===== src/rtl/disk_stream_ctrl.sv =====
// Runs a sequence of k values through an external disk core, one at a time, and
// streams the points out of a first-word-fall-through FIFO. Defining
// DISK_STREAM_ABORT_EN adds the cfg_abort input and its abort handling.
module disk_stream_ctrl #(
  parameter int FIFO_DEPTH = 4
) (
  input  logic        clk,
  input  logic        rst_n,
  input  logic        cfg_start,
  input  logic [31:0] cfg_seed,
  input  logic [15:0] cfg_count,
  input  logic [1:0]  cfg_base_sel0,
  input  logic [1:0]  cfg_base_sel1,
`ifdef DISK_STREAM_ABORT_EN
  input  logic        cfg_abort,
`endif
  output logic        busy,
  output logic        run_done,
  output logic        core_start,
  output logic [31:0] core_k,
  output logic [1:0]  core_base_sel0,
  output logic [1:0]  core_base_sel1,
  input  logic        core_ready,
  input  logic        core_done,
  input  logic [31:0] core_x,
  input  logic [31:0] core_y,
  output logic        m_valid,
  input  logic        m_ready,
  output logic [31:0] m_x,
  output logic [31:0] m_y,
  output logic        m_last
);

  localparam int          AW       = $clog2(FIFO_DEPTH);
  localparam logic [AW:0] FULL_OCC = (AW+1)'(FIFO_DEPTH);

  typedef enum logic [1:0] {IDLE, ISSUE, WAIT, FLUSH} state_t;

  typedef struct packed {
    logic [31:0] x;
    logic [31:0] y;
    logic        last;
  } beat_t;

  state_t        state, state_nx;
  logic [31:0]   k_q;
  logic [15:0]   remaining;
  logic [1:0]    sel0_q, sel1_q;
  beat_t         mem [FIFO_DEPTH];
  beat_t         head;
  logic [AW-1:0] wr_ptr, rd_ptr;
  logic [AW:0]   occ;
  logic          load, issue, push, pop, finish, flush;

`ifdef DISK_STREAM_ABORT_EN
  logic          abort_pend;
`endif

  assign busy           = (state != IDLE);
  assign core_k         = k_q;
  assign core_base_sel0 = sel0_q;
  assign core_base_sel1 = sel1_q;

  assign m_valid = (occ != '0);
  assign pop     = m_valid & m_ready;
  assign head    = mem[rd_ptr];
  // Gate the head entry so the unreset storage never shows through when empty.
  assign m_x     = m_valid ? head.x    : '0;
  assign m_y     = m_valid ? head.y    : '0;
  assign m_last  = m_valid ? head.last : 1'b0;

  always_comb begin
    // NOTE: every signal gets a default first so no path through the case infers a latch.
    state_nx = state;
    load     = 1'b0;
    issue    = 1'b0;
    push     = 1'b0;
    finish   = 1'b0;
    flush    = 1'b0;
    case (state)
      IDLE:  if (cfg_start && cfg_count != '0) begin
               load     = 1'b1;
               state_nx = ISSUE;
             end
      ISSUE: if (core_ready && occ < FULL_OCC) begin
               issue    = 1'b1;
               state_nx = WAIT;
             end
      WAIT:  if (core_done) begin
               push     = 1'b1;
               state_nx = (remaining == 16'd1) ? FLUSH : ISSUE;
             end
      FLUSH: if (pop && head.last) begin
               finish   = 1'b1;
               state_nx = IDLE;
             end
      default: state_nx = IDLE;
    endcase
`ifdef DISK_STREAM_ABORT_EN
    // An abort in WAIT is deferred until the in-flight result comes back and is dropped.
    if ((state == ISSUE || state == FLUSH) && cfg_abort) begin
      issue    = 1'b0;
      finish   = 1'b0;
      flush    = 1'b1;
      state_nx = IDLE;
    end
    if (state == WAIT && core_done && (cfg_abort || abort_pend)) begin
      push     = 1'b0;
      flush    = 1'b1;
      state_nx = IDLE;
    end
`endif
  end

  always_ff @(posedge clk or negedge rst_n) begin
    if (!rst_n) begin
      // NOTE: sequential state uses non-blocking assignments so every register samples pre-edge values.
      state      <= IDLE;
      k_q        <= '0;
      remaining  <= '0;
      sel0_q     <= '0;
      sel1_q     <= '0;
      core_start <= 1'b0;
      run_done   <= 1'b0;
    end else begin
      state      <= state_nx;
      core_start <= issue;
      run_done   <= finish;
      if (load) begin
        k_q       <= cfg_seed;
        remaining <= cfg_count;
        sel0_q    <= cfg_base_sel0;
        sel1_q    <= cfg_base_sel1;
      end
      if (push) begin
        k_q       <= k_q + 32'd1;
        remaining <= remaining - 16'd1;
      end
    end
  end

`ifdef DISK_STREAM_ABORT_EN
  always_ff @(posedge clk or negedge rst_n) begin
    if (!rst_n) abort_pend <= 1'b0;
    else        abort_pend <= (state == WAIT) && !core_done && (abort_pend || cfg_abort);
  end
`endif

  always_ff @(posedge clk or negedge rst_n) begin
    if (!rst_n) begin
      wr_ptr <= '0;
      rd_ptr <= '0;
      occ    <= '0;
    end else if (flush) begin
      wr_ptr <= '0;
      rd_ptr <= '0;
      occ    <= '0;
    end else begin
      if (push) wr_ptr <= wr_ptr + AW'(1);
      if (pop)  rd_ptr <= rd_ptr + AW'(1);
      case ({push, pop})
        2'b10:   occ <= occ + (AW+1)'(1);
        2'b01:   occ <= occ - (AW+1)'(1);
        default: occ <= occ;
      endcase
    end
  end

  // NOTE: the FIFO storage has no reset; occupancy alone defines which entries are valid.
  always_ff @(posedge clk) begin
    if (push) mem[wr_ptr] <= '{x: core_x, y: core_y, last: (remaining == 16'd1)};
  end

endmodule


===== config.mk =====
export PLATFORM = sky130hd
export DESIGN_NAME = disk_stream_ctrl
export DESIGN_NICKNAME = d
export VERILOG_FILES = /design/src/rtl/disk_stream_ctrl.sv
export SDC_FILE = /design/constraint.sdc
export NUM_CORES = 1
export LEC_CHECK = 0
export CORE_MARGIN = 3
export CORE_UTILIZATION = 53
export CTS_BUF_LIST = sky130_fd_sc_hd__clkbuf_16
export CTS_CLUSTER_DIAMETER = 150
export DETAILED_ROUTE_END_ITERATION = 10
export GPL_TIMING_DRIVEN = 0
export HOLD_SLACK_MARGIN = 0.08
export PLACE_DENSITY_LB_ADDON = 0.2
export SYNTH_ARGS = -nofsm -noshare
export SYNTH_HDL_FRONTEND = slang
export SYNTH_SLANG_ARGS = --single-unit

===== constraint.sdc =====
create_clock -name clk -period 4.25 [get_ports clk]
set_clock_uncertainty 0.2 [all_clocks]
set_input_delay 1.275 -clock clk [delete_from_list [all_inputs] [get_ports clk]]
set_output_delay 1.275 -clock clk [all_outputs]
set_load 0.1 [all_outputs]

==> results by group <==
Timing
  – Peak Freq: 241 MHz
  – Final min period: 4.14 ns
  – Worst Tran Pin Value: 1.04 ns
  – Final hold vios: 0
  – Fin crit share: 97.5%
  – RSZ-0062 raised after global routing: false
  – Slew Viols, Final: 0
  – Worst slew margin: 30.2%
  – Worst hold margin: 0.283 ns
  – Final setup viols: 0

Clock tree
  – CTS root buffer: clkbuf_16
  – Clk slew on worst S/H paths: 0.06 ns
  – Post-CTS Setup Bufs: 0
  – H-tree depth: 1
  – CTS max path bufs: 3
  – CTS sink count: 323
  – CTS tree: done
  – Clk_lat worst skew: 0.54 ns
  – Inserted Clock Buffers: 31

Worst hold path
  – HP Start: core_base_sel0[1]
  – Endpoint, Worst Hold: core_base_sel0[1]
  – Hold path cells: 2
  – Worst Hold Class: flop to flop

Global routing
  – Initial antenna violation count: 2
  – Vias in the first global route: 8,314
  – Maximum number of pins on one net before global-route repair: 64
  – GRT Resource Usage Total: 22.3%
  – Global-route wire length before repair: 46,700 um
  – GR Overflow Total: 0

Layout
  – Synth-to-Final Area Change: 27.1%
  – Filler Cells Inserted: 1,729
  – Layout cells sized above 1: 18.5%
  – Nets@finish: 1,217

Drt
  – Drt pass-1 iters: 5
  – Wire length per cell: 21.0 um
  – Drt initial violations: 693
  – Vias: 8,274
  – Final WL: 30,100 um
  – # DRC: 0
  – Post-route ant nets: 0
  – Via density per instance: 5.77

Synth
  – Leading area contributor after synthesis: edfxtp_1
  – Ys async rst share: 19.5%
  – Most used flip-flop cell after synthesis: edfxtp_1
  – Most frequent cell after synthesis: edfxtp_1
  – Top cell type's share of synthesized area: 58.6%
  – Post-Syn Area: 0.0133 mm^2
  – Yosys warns: 0
  – Area contributors post-synth: edfxtp_1 59%, dfrtp_1 12%, mux4_2 11%, and2_1 3.4%, nand2_1 1.5%
  – Yosys cell types: 54
  – Syn Area/Cell: 16.2 um^2
  – Number of synthesized flops with an enable pin: 260
  – Post-synthesis register bit count: 323
  – Mapped Cells: 823
  – Synth Net Count: 954
  – Sequential element share of the synthesized area: 70.4%
  – Most frequent cells after synthesis: 260 x edfxtp_1, 73 x and2_1, 65 x mux4_2

Worst setup path
  – CP max stage cell: clkdlybuf4s18_2
  – Largest delay share family, worst path: buffers and inverters
  – Critical path launch point type: flop
  – FF-to-FF Start: state[1]
  – CP max FO: 10
  – CP Cell Sequence: or3_1 -> clkbuf_2 -> clkbuf_1 -> and2_1 -> clkdlybuf4s18_2
  – Crit end category: output pin
  – CP Launch Point: occ[0]
  – Buf/Inv on CP: 3
  – Critical Path AT: 2.67 ns
  – WP data required: 2.77 ns
  – Critical path's largest stage delay: 0.47 ns
  – Reg2reg setup slack: 1.48 ns
  – Reg2reg path depth: 10
  – Critical path class: flop to output pin
  – Reg-to-Reg End: occ[2]

Placed design
  – Post-DP HPWL: 20,000 um
  – PortBufs: 226
  – Gpl congestion: 0.859

Floorplanning
  – Die Span Y: 165 um
  – # rows: 57
  – Die area: 0.0271 mm^2
  – Die W: 165 um
  – Top Ports: 227
  – Core Footprint: 0.0245 mm^2
  – Initial Util: 54.3%

Status
  – Outcome: finished clean

Job
  – Max cap viols: 0
-- sequential cells by signal (all words and copies together), names as in the netlist --
register and flops:
mem 260, core_k 32, remaining 16, occ 3
core_base_sel0 2, core_base_sel1 2, rd_ptr 2, state 2
wr_ptr 2, core_start 1, run_done 1
-- per-layer routing --
| layer | part of all wire [%] | global-route usage [%] |
|---|---|---|
| met1 | 41 | 30.3 |
| met2 | 48 | 36.3 |
| met3 | 8.7 | 5.44 |
| met4 | 2.5 | 6.29 |
| met5 | 0.043 | 0 |
-- what timing repair did --
item / in CTS / in global routing
endpoints found under the setup margin: 66 / 53
hold buffers: 0 / 0
resized for setup: 254 / 37
-- worst register-to-register path, cell delays in order (launching register included) --
cell and delay [ns]:
dfrtp_1 0.44, and3b_1 0.19, buf_4 0.18, inv_4 0.12, clkbuf_1 0.45, ha_1 0.28
inv_1 0.06, fa_1 0.37, xor2_1 0.15, nor2_1 0.12, xor2_1 0.14
-- how the worst max path moves through the flow --
stage / to / slack, ns / cells past startpoint
2_1_floorplan: mem[2][0] / 0.21 / 4
3_3_place_gp: mem[0][49] / -1.64 / 5
3_5_place_dp: m_y[13] / -0.34 / 6
4_1_cts: m_y[22] / -0.16 / 6
5_1_grt: m_y[1] / 0.003 / 5
6_report: m_x[26] / 0.11 / 5
-- cell usage in the layout, fill, tap and decap left out, types with 5 or more instances in the layout --
cell and instances:
clkdlybuf4s15_2 20, nor3_1 19, mux4_2 65, clkdlybuf4s50_1 159, nand3_1 21, and3_1 7, nor4_1 9, inv_1 27
edfxtp_1 260, o211ai_1 7, nor2_1 48, clkbuf_2 8, nand2_1 53, clkinv_1 5, and2_1 69, buf_4 6
clkbuf_1 17, buf_2 42, clkbuf_16 31, ha_1 8, a21oi_1 19, a31oi_1 5, nand4_1 13, clkinv_2 5
o21ai_0 27, a211oi_1 12, o311ai_0 7, dfrtp_1 63, xnor2_1 5
-- through the flow --
stage / utilization (%) / area (um^2) / setup WS, ns / TNS, ns / cells
5_1_grt: 69.0 / 16900 / 0.00271 / 0 / 1432
6_report: 69.0 / 16900 / 0.108 / 0 / 1433
2_1_floorplan: - / 13300 / 0.214 / 0 / 823
3_5_place_dp: 65.7 / 16100 / -0.336 / -13.29 / 1377
3_3_place_gp: 65.2 / 16000 / -1.64 / -454.34 / 1373
4_1_cts: 69.2 / 17000 / -0.161 / -0.161 / 1431
-- cell type report --
| class | instances | area [um^2] | area share, % |
|---|---|---|---|
| clock inverters | 23 | 179 | 1.06 |
| clock buffers | 31 | 776 | 4.58 |
| plain buffers | 38 | 196 | 1.16 |
| repair buffers | 230 | 2190 | 12.9 |
| flip-flops and latches | 323 | 9380 | 55.4 |
| well taps | 324 | 405 | 2.40 |
| inverters | 20 | 77.6 | 0.458 |
| multi-input cells | 442 | 3710 | 21.9 |
| diodes | 2 | 5.00 | 0.0296 |
-- logic make-up after synthesis --
logic type	count (synthesis)	synth area share, %
mux	67	11.1
fa+ha+maj	9	0.902
compound gates	97	4.78
simple gates	261	10.5
buf+inv	58	1.76
flops	323	70.4
xor+xnor	8	0.526
Power is left out: the tool's default activity adds up to more than one toggle a clock period on the data nets, which glitch-free logic cannot reach.
